`src/rtl/fft_pkg.sv`:
```
// Shared definitions for the radix-2 DIF FFT sequencer.
// Default transform size, derived widths and the controller state type.
package fft_pkg;

   localparam int N_LOG2_DEF = 4;
   localparam int N_DEF      = 1 << N_LOG2_DEF;
   localparam int HALF_N_DEF = N_DEF / 2;
   localparam int ADDR_W_DEF = N_LOG2_DEF;
   localparam int TW_W_DEF   = N_LOG2_DEF - 1;

   typedef enum logic [1:0] {
      IDLE,
      RUN,
      DRAIN,
      DONE
   } state_t;

endpackage

```
`src/rtl/fft_addr_dly.sv`:
```
// Fixed-depth shift register carrying read enables/addresses to the write side.
// Asynchronous clear so no stale write survives a reset.
module fft_addr_dly #(
   parameter int WIDTH = 9,
   parameter int DEPTH = 2
) (
   input  logic             clk,
   input  logic             rst,
   input  logic [WIDTH-1:0] din,
   output logic [WIDTH-1:0] dout
);

   logic [WIDTH-1:0] sr [DEPTH];

   // Shift one slot per cycle; reset flushes every slot
   always_ff @(posedge clk or posedge rst) begin
      if (rst) begin
         for (int i = 0; i < DEPTH; i++) sr[i] <= '0;
      end else begin
         sr[0] <= din;
         for (int i = 1; i < DEPTH; i++) sr[i] <= sr[i-1];
      end
   end

   assign dout = sr[DEPTH-1];

endmodule

```
`src/rtl/fft_dif_r2_ctrl.sv`:
```
// In-place radix-2 DIF FFT sequencer: butterfly read/twiddle/write addressing.
// Stages are separated by a drain so a stage never reads unwritten results.
module fft_dif_r2_ctrl
   import fft_pkg::*;
#(
   parameter int N_LOG2 = N_LOG2_DEF,
   parameter int RD_LAT = 1,
   parameter int BF_LAT = 1,
   localparam int STG_W = ($clog2(N_LOG2) < 1) ? 1 : $clog2(N_LOG2)
) (
   input  logic              clk,
   input  logic              rst,
   input  logic              start,
   output logic              busy,
   output logic              done,
   output logic [STG_W-1:0]  stage,
   output logic              rd_en,
   output logic [N_LOG2-1:0] rd_addr_a,
   output logic [N_LOG2-1:0] rd_addr_b,
   output logic [N_LOG2-2:0] tw_addr,
   output logic              wr_en,
   output logic [N_LOG2-1:0] wr_addr_a,
   output logic [N_LOG2-1:0] wr_addr_b
);

   localparam int N      = 1 << N_LOG2;
   localparam int HALF_N = N / 2;
   localparam int LAT    = RD_LAT + BF_LAT;
   localparam int K_W    = N_LOG2 - 1;
   localparam int D_W    = (LAT > 1) ? $clog2(LAT) : 1;
   localparam int AG_W   = 3 * N_LOG2 - 1;
   localparam int DLY_W  = 1 + 2 * N_LOG2;

   state_t         state;
   logic [K_W-1:0] k;
   logic [D_W-1:0] dcnt;
   logic [DLY_W-1:0] dly_in;
   logic [DLY_W-1:0] dly_out;

   // Butterfly k of stage s -> {addr_a, addr_b, twiddle}
   function automatic logic [AG_W-1:0] gen(
      input logic [STG_W-1:0] s,
      input logic [K_W-1:0]   kk
   );
      logic [N_LOG2-1:0] span;
      logic [N_LOG2-1:0] pos;
      logic [N_LOG2-1:0] grp;
      logic [N_LOG2-1:0] a;
      logic [N_LOG2-1:0] b;
      logic [N_LOG2-1:0] twf;
      span = N_LOG2'(N >> (int'(s) + 1));
      pos  = {1'b0, kk} & (span - 1'b1);
      grp  = {1'b0, kk} >> (N_LOG2 - 1 - int'(s));
      // grp * 2 * span, span being a power of two
      a    = (grp << (N_LOG2 - int'(s))) + pos;
      b    = a + span;
      twf  = pos << s;
      return {a, b, twf[K_W-1:0]};
   endfunction

   // Control FSM with registered read-side outputs
   always_ff @(posedge clk or posedge rst) begin
      if (rst) begin
         state     <= IDLE;
         k         <= '0;
         dcnt      <= '0;
         stage     <= '0;
         busy      <= 1'b0;
         done      <= 1'b0;
         rd_en     <= 1'b0;
         rd_addr_a <= '0;
         rd_addr_b <= '0;
         tw_addr   <= '0;
      end else begin
         done <= 1'b0;
         unique case (state)
            IDLE: begin
               if (start) begin
                  state <= RUN;
                  busy  <= 1'b1;
                  stage <= '0;
                  k     <= '0;
                  rd_en <= 1'b1;
                  {rd_addr_a, rd_addr_b, tw_addr} <= gen('0, '0);
               end
            end
            RUN: begin
               if (k == K_W'(HALF_N - 1)) begin
                  state <= DRAIN;
                  dcnt  <= '0;
                  rd_en <= 1'b0;
                  {rd_addr_a, rd_addr_b, tw_addr} <= '0;
               end else begin
                  k <= k + 1'b1;
                  {rd_addr_a, rd_addr_b, tw_addr} <= gen(stage, k + 1'b1);
               end
            end
            DRAIN: begin
               if (dcnt == D_W'(LAT - 1)) begin
                  if (stage == STG_W'(N_LOG2 - 1)) begin
                     state <= DONE;
                     done  <= 1'b1;
                  end else begin
                     state <= RUN;
                     stage <= stage + 1'b1;
                     k     <= '0;
                     rd_en <= 1'b1;
                     {rd_addr_a, rd_addr_b, tw_addr} <= gen(stage + 1'b1, '0);
                  end
               end else begin
                  dcnt <= dcnt + 1'b1;
               end
            end
            DONE: begin
               state <= IDLE;
               busy  <= 1'b0;
               stage <= '0;
            end
            default: state <= IDLE;
         endcase
      end
   end

   assign dly_in = {rd_en, rd_addr_a, rd_addr_b};

   fft_addr_dly #(
      .WIDTH(DLY_W),
      .DEPTH(LAT)
   ) u_dly (
      .clk (clk),
      .rst (rst),
      .din (dly_in),
      .dout(dly_out)
   );

   assign {wr_en, wr_addr_a, wr_addr_b} = dly_out;

endmodule

```
`config.mk`:
```
export PLATFORM = sky130hd
export DESIGN_NAME = fft_dif_r2_ctrl
export DESIGN_NICKNAME = d
export VERILOG_FILES = /design/src/rtl/fft_pkg.sv /design/src/rtl/fft_addr_dly.sv /design/src/rtl/fft_dif_r2_ctrl.sv
export SDC_FILE = /design/constraint.sdc
export NUM_CORES = 1
export LEC_CHECK = 0
export CORE_ASPECT_RATIO = 0.6
export CORE_UTILIZATION = 46
export CTS_BUF_LIST = sky130_fd_sc_hd__clkbuf_8 sky130_fd_sc_hd__clkbuf_16
export CTS_CLUSTER_SIZE = 8
export DETAILED_ROUTE_END_ITERATION = 12
export GPL_ROUTABILITY_DRIVEN = 0
export HOLD_SLACK_MARGIN = 0.08
export PLACE_DENSITY = 0.8
export SYNTH_ARGS = -nofsm -noshare
export SYNTH_HDL_FRONTEND = slang
export SYNTH_SLANG_ARGS = --single-unit
```
`constraint.sdc`:
```
create_clock -name clk -period 8.9 [get_ports clk]
set_input_delay 1.78 -clock clk [delete_from_list [all_inputs] [get_ports clk]]
set_output_delay 1.78 -clock clk [all_outputs]
set_load 0.03 [all_outputs]
```
# Yosys cells after proc, flatten, opt, wreduce, memory -nomap -nowiden
# Cells that the tools add are included.
dict set report totals {
  register_bits 40
  latch_bits 0
  ram_bits 0
  mem_bits_ro 0
  inputBits 3
  word_cells 95
  memories 0
}
dict set report op_classes {
  add_sub_neg 13
  mul 0
  div_mod_pow 0
  order_cmp 0
  eq_ne 10
  shifts 8
  muxes 39
  bitwise 1
  n_reduce_logical 12
}
# operator count
set op_table {}
lappend op_table {{4-bit by 32-bit left shift with 4-bit output} 2}
lappend op_table {{4-bit 2-to-1 mux} 8}
lappend op_table {{1-bit by 32-bit right shift with 4-bit output, first input constant} 1}
lappend op_table {{3-bit by 32-bit right shift with 4-bit output} 1}
lappend op_table {{4-bit case mux with 3 select lines} 2}
lappend op_table {{3-bit 2-to-1 mux} 7}
lappend op_table {{3-bit case mux with 3 select lines} 2}
lappend op_table {{2-bit 2-to-1 mux} 7}
lappend op_table {{4-bit adder} 3}
lappend op_table {{2-bit inequality test, second input constant} 5}
lappend op_table {{5-bit AND reduction} 2}
lappend op_table {{5-bit by 3-bit right shift with 4-bit output, first input constant} 2}
lappend op_table {{1-bit 2-to-1 mux} 8}
lappend op_table {{2-bit case mux with 4 select lines} 1}
lappend op_table {{4-bit AND reduction} 2}
lappend op_table {{3-bit by 2-bit subtractor with 4-bit output, first input constant} 2}
lappend op_table {{2-bit by 1-bit adder with 3-bit output, second input constant} 2}
lappend op_table {{2-bit == test, second input constant} 3}
lappend op_table {{2-bit case mux with 3 select lines} 1}
lappend op_table {{3-bit nonzero test} 2}
lappend op_table {{2-bit by 2-bit subtractor with 3-bit output, first input constant} 2}
lappend op_table {{3-bit by 4-bit bitwise AND with 4-bit output} 1}
lappend op_table {{1-bit case mux with 2 select lines} 2}
lappend op_table {{2-bit AND reduction} 2}
lappend op_table {{other kinds (12)} 13}

# Longest topological paths before layout
dict set report logic_depth {
  ltp_word 8
  depth_mapped 15
}

# By module
# From an unflattened synthesis, not the netlist that was laid out.
dict set report hier_totals {
  hier_cells 191
  hier_area_um2 2088.3
}
# mod instances cells_each area_per_inst_um2
set modules_own_cells {}
lappend modules_own_cells {fft_dif_r2_ctrl 1 163 1566.5}
lappend modules_own_cells {fft_addr_dly 1 28 521.8}

# Worst setup path after synthesis
# Ideal clock, no wire load.
dict set report synth_timing {
  path_type {flip-flop to flip-flop}
  startpoint {register stage[1]}
  endpoint {register rd_addr_b[3]}
  setup_ns 0.131
  t_arrival_ns 3.514
  t_required_ns 8.769
  path_slack_ns 5.255
  stages_incl_launch_ff 15
  n_path_buf 1
  path_cell_list {dfrtp_1 inv_1 ha_1 buf_6 nor4_1 ha_1 inv_1 fa_1 inv_1 ha_1 a21o_1 a21oi_1 xor2_1 nor3_1 or3b_1}
}
dict set report synth_between {
  elab_chain_cells 8
  elab_cells_between_ends 25
  classes_between {11 x add/sub; 2 x eq/ne; 6 x shift; 4 x mux; 1 x bitwise; 1 x reduce/logical}
}
# element line_no
set synth_lines {}
lappend synth_lines {{start, declared} fft_dif_r2_ctrl.sv:16} ;# output logic [STG_W-1:0] stage,
lappend synth_lines {{start signal, assigned} fft_dif_r2_ctrl.sv:105} ;# stage <= stage + 1'b1;
lappend synth_lines {{2-bit by 1-bit adder with 3-bit output or 2-bit by 1-bit adder with 2-bit output (tied branches)} {fft_dif_r2_ctrl.sv:51, fft_dif_r2_ctrl.sv:108}}
lappend synth_lines {{5-bit by 3-bit right shift with 4-bit output or 2-bit by 2-bit subtractor with 3-bit output (tied branches)} {fft_dif_r2_ctrl.sv:51, fft_dif_r2_ctrl.sv:53}}
lappend synth_lines {{4-bit by 1-bit subtractor with 4-bit output or 1-bit by 32-bit right shift with 4-bit output (tied branches)} {fft_dif_r2_ctrl.sv:52, fft_dif_r2_ctrl.sv:53}}
lappend synth_lines {{3-bit by 4-bit bitwise AND with 4-bit output or 4-bit by 32-bit left shift with 4-bit output (tied branches)} {fft_dif_r2_ctrl.sv:52, fft_dif_r2_ctrl.sv:55}}
lappend synth_lines {{4-bit adder (on tied branches)} {fft_dif_r2_ctrl.sv:55, fft_dif_r2_ctrl.sv:56}}
lappend synth_lines {{4-bit adder or 4-bit 2-to-1 mux (tied branches)} {fft_dif_r2_ctrl.sv:56, fft_dif_r2_ctrl.sv:100}}
lappend synth_lines {{4-bit 2-to-1 mux (on tied branches)} {fft_dif_r2_ctrl.sv:88, fft_dif_r2_ctrl.sv:99}}
lappend synth_lines {{4-bit case mux with 3 select lines} fft_dif_r2_ctrl.sv:76} ;# unique case (state)
lappend synth_lines {{end signal, assigned} fft_dif_r2_ctrl.sv:84} ;# {rd_addr_a, rd_addr_b, tw_addr} <= gen('0, '0);
lappend synth_lines {{end signal, assigned} fft_dif_r2_ctrl.sv:95} ;# {rd_addr_a, rd_addr_b, tw_addr} <= gen(stage, k + 1'b1);
lappend synth_lines {{end signal, assigned} fft_dif_r2_ctrl.sv:108} ;# {rd_addr_a, rd_addr_b, tw_addr} <= gen(stage + 1'b1, '0);
lappend synth_lines {{end, declared} fft_dif_r2_ctrl.sv:19} ;# output logic [N_LOG2-1:0] rd_addr_b,
# Several ways; a longest one is shown, not always the timed one. The select of a mux whose other input is x is not followed.
# A chain may end at the register's enable or synchronous reset.

# Worst setup path after layout
dict set report layout_timing {
  startpoint {register stage[0]}
  endpoint {register rd_addr_b[3]}
}
# The elaborated chain is that of the path after synthesis.

==> metrics <==
kind of start point of the critical path=flop; mux share of post-synthesis cell area=1.04%; synthesized net count=209; distinct cell type count after synthesis=44; placed insts=258; critical path start-end classification=reg2reg; pwr/cell area=358 nW/um^2; number of post-CTS setup repair buffers=0; hold-fix buffers at CTS=0; max-cap violation count=0; top-area cell type share of the netlist area=48.9%; layout cell share with drive strength beyond 1=7.80%; Die Ht=53.7 um; outcome=finished, final reports clean; core area=4190 sq um; Post-synth EDFFs=0; cell area after synthesis=2050 sq um; site row count=18; initial antenna violation count=0; antenna diode count=0; IO Count=28; remaining global-route overflow=0; root buffer cell=sky130_fd_sc_hd__clkbuf_8; hold slack=0.349 ns; worst clock skew=0.00838 ns; fraction of registers with async set or reset after synthesis=100%; combinational family with the most area after synthesis=compound AO/OA/AOI/OAI gates; Tmin final=3.77 ns; sum of negative setup slack=0 ns; 1st-pass router iterations=4; Compound-Gate Fraction of Synth Area=13.6%; post-synthesis to final-layout area growth=18.1%; Post-Layout Cell Count=265; clock latency at the later pin of the worst-skew pair=0.29 ns; clk sinks=40; simple-gate portion of the synthesized area=13.0%; First DRT Iteration DRCs=126; Seq cells post-synth=40; data required time of the critical path=9.06 ns; remaining design rule violation count=0; Area contributors post-synth=sky130_fd_sc_hd__dfrtp_1, sky130_fd_sc_hd__ha_1, sky130_fd_sc_hd__a22o_1, sky130_fd_sc_hd__buf_4, sky130_fd_sc_hd__nand2_1; number of standard cells after synthesis=185; Final Power=865 uW; Resized cells post-CTS=0; post-placement worst setup slack=5.14 ns; antenna viol nets, final=0; final hold viol count=0; share of synthesized area occupied by flip-flops and latches=48.9%; CP Data Arrival Time=3.93 ns; Vias per Instance=5.32; count of H-tree levels built during CTS=2; Syn Area/Cell=11.1 sq um; detail-routed net length per standard cell=14.4 um; Synth warnings=0; maximum net fanout on the critical path=14; setup repair after global routing missed its margin=no; total setup violations reported at the end of the flow=0; total global-route track usage=19.1%; number of max-slew violations in the final report=0; Clock transition at path regs=0.07 ns; CTS tree=built; total routed wirelength=3.81 mm; flip-flop cell with the highest count after synthesis=sky130_fd_sc_hd__dfrtp_1; total vias in the final route=1,411; largest area contributor in the synthesized netlist=sky130_fd_sc_hd__dfrtp_1; adder and majority cell fraction of the synthesized area=13.6%; number of buffers inserted by port buffering=27; HPWL after DPL=2.73 mm; worst ir drop on vdd=116 uV; fraction of the core area covered by cells at the end of the flow=57.7%; number of global-route vias before repair=1,311; final worst-path cycle share=42.3%; maximum number of pins on one net before global-route repair=41; global-route wire length before repair=6.60 mm; Worst Setup End Kind=flop; total leakage power=1.15 nW; post-route cell area=2420 sq um; parity-gate share of the synthesized area counting xor and xnor cells=2.57%; final critical-path setup slack=5.13 ns; Final Net Count=229; width of the die=88.1 um; Min-Delay Path Class=reg2reg; Tightest Pin Transition=0.534 ns; Bufs on Longest Clock Path=2; placed standard-cell area=2290 sq um; maximum achievable frequency=0.265 GHz; number of buffers created by CTS=5; initial core utilization=48.9%; area of the die=4730 sq um; worst relative slew slack=64.4%
## placed cells by master (no fill, tap or decap), drive strengths merged, types with 5 or more instances in the layout
| master | synthesis | routed |
|---|---|---|
| dfrtp | 40 | 40 |
| clkdlybuf4s50 | 0 | 27 |
| ha | 19 | 19 |
| nand2 | 15 | 15 |
| inv | 11 | 11 |
| o21ai | 10 | 10 |
| nor2 | 9 | 9 |
| a22o | 8 | 8 |
| a21oi | 6 | 6 |
| nand4 | 5 | 5 |
| clkbuf | 2 | 5 |
## registers in the layout (all words and copies together) (netlist names)
register / cells
u_dly.dout: 9
u_dly.sr: 9
rd_addr_b: 4
rd_en: 1
tw_addr: 3
done: 1
stage: 2
rd_addr_a: 4
k: 3
state: 2
busy: 1
dcnt: 1
## Yosys cell counts (2+ instances only)
cell                        n
sky130_fd_sc_hd__a21o_1     3
sky130_fd_sc_hd__a21oi_1    6
sky130_fd_sc_hd__a22o_1     7
sky130_fd_sc_hd__a22oi_1    2
sky130_fd_sc_hd__a31oi_1    3
sky130_fd_sc_hd__and2_1     2
sky130_fd_sc_hd__and3_1     2
sky130_fd_sc_hd__buf_2      2
sky130_fd_sc_hd__buf_4      8
sky130_fd_sc_hd__buf_6      3
sky130_fd_sc_hd__clkbuf_1   2
sky130_fd_sc_hd__dfrtp_1   40
sky130_fd_sc_hd__fa_1       2
sky130_fd_sc_hd__ha_1      19
sky130_fd_sc_hd__inv_1     10
sky130_fd_sc_hd__nand2_1   15
sky130_fd_sc_hd__nand3_1    4
sky130_fd_sc_hd__nand4_1    5
sky130_fd_sc_hd__nor2_1     9
sky130_fd_sc_hd__nor2b_1    2
sky130_fd_sc_hd__nor3_1     3
sky130_fd_sc_hd__o21ai_0    9
sky130_fd_sc_hd__o31ai_1    2
sky130_fd_sc_hd__xnor2_1    4
sky130_fd_sc_hd__xor2_1     2
## area by class of cell
class,instances,area (sq um)
clock buffer,5,68.8
inverter,11,41.3
multi-input combinational,119,895
sequential,40,1000
tap,60,75.1
fill,357,1770
timing repair buffer,28,278
clock inverter,2,60.1
## final timing paths
| kind | startpoint | to | slack, ns | depth (start not counted) |
|---|---|---|---|---|
| max | stage[0] | rd_addr_b[3] | 5.13 | 13 |
| min | u_dly.sr[12] | u_dly.dout[3] | 0.35 | 0 |
| max reg2reg | stage[0] | rd_addr_b[3] | 5.13 | 13 |
| min reg2reg | u_dly.sr[12] | u_dly.dout[3] | 0.35 | 0 |
| max in group asynchronous | rst | u_dly.dout[0] | 6.65 | 3 |
| min in group asynchronous | rst | state[0] | 1.91 | 3 |
## power breakdown
| group | internal [mW] | switching [mW] |
|---|---|---|
| clock | 0.110 | 0.0587 |
| sequential | 0.232 | 0.0408 |
| combinational | 0.165 | 0.259 |
## critical path, cell delays in order, from the launching register on
cell	delay, ns
sky130_fd_sc_hd__dfrtp_1	0.64
sky130_fd_sc_hd__inv_2	0.19
sky130_fd_sc_hd__ha_1	0.45
sky130_fd_sc_hd__nor4_1	0.31
sky130_fd_sc_hd__ha_1	0.22
sky130_fd_sc_hd__inv_1	0.06
sky130_fd_sc_hd__fa_1	0.47
sky130_fd_sc_hd__inv_1	0.07
sky130_fd_sc_hd__ha_1	0.29
sky130_fd_sc_hd__a21o_1	0.15
sky130_fd_sc_hd__a21oi_1	0.17
sky130_fd_sc_hd__xor2_1	0.20
sky130_fd_sc_hd__nor3_1	0.07
sky130_fd_sc_hd__or3b_1	0.35
## layer usage
layer  track usage, %  part of all wire [%]  wire length [um]
met1             27.9                    49              1880
met2             28.7                    43              1650
met3             4.29                   6.6               253
met4             5.65                  0.84                32
met5                0                     0                 0
## kinds of logic after synthesis
family / after synthesis
compound gates: 39
simple gates: 51
mux: 2
fa+ha+maj: 21
xor+xnor: 6
flops: 40
buf+inv: 26
No activity file was read; power rests on OpenSTA's default activity.
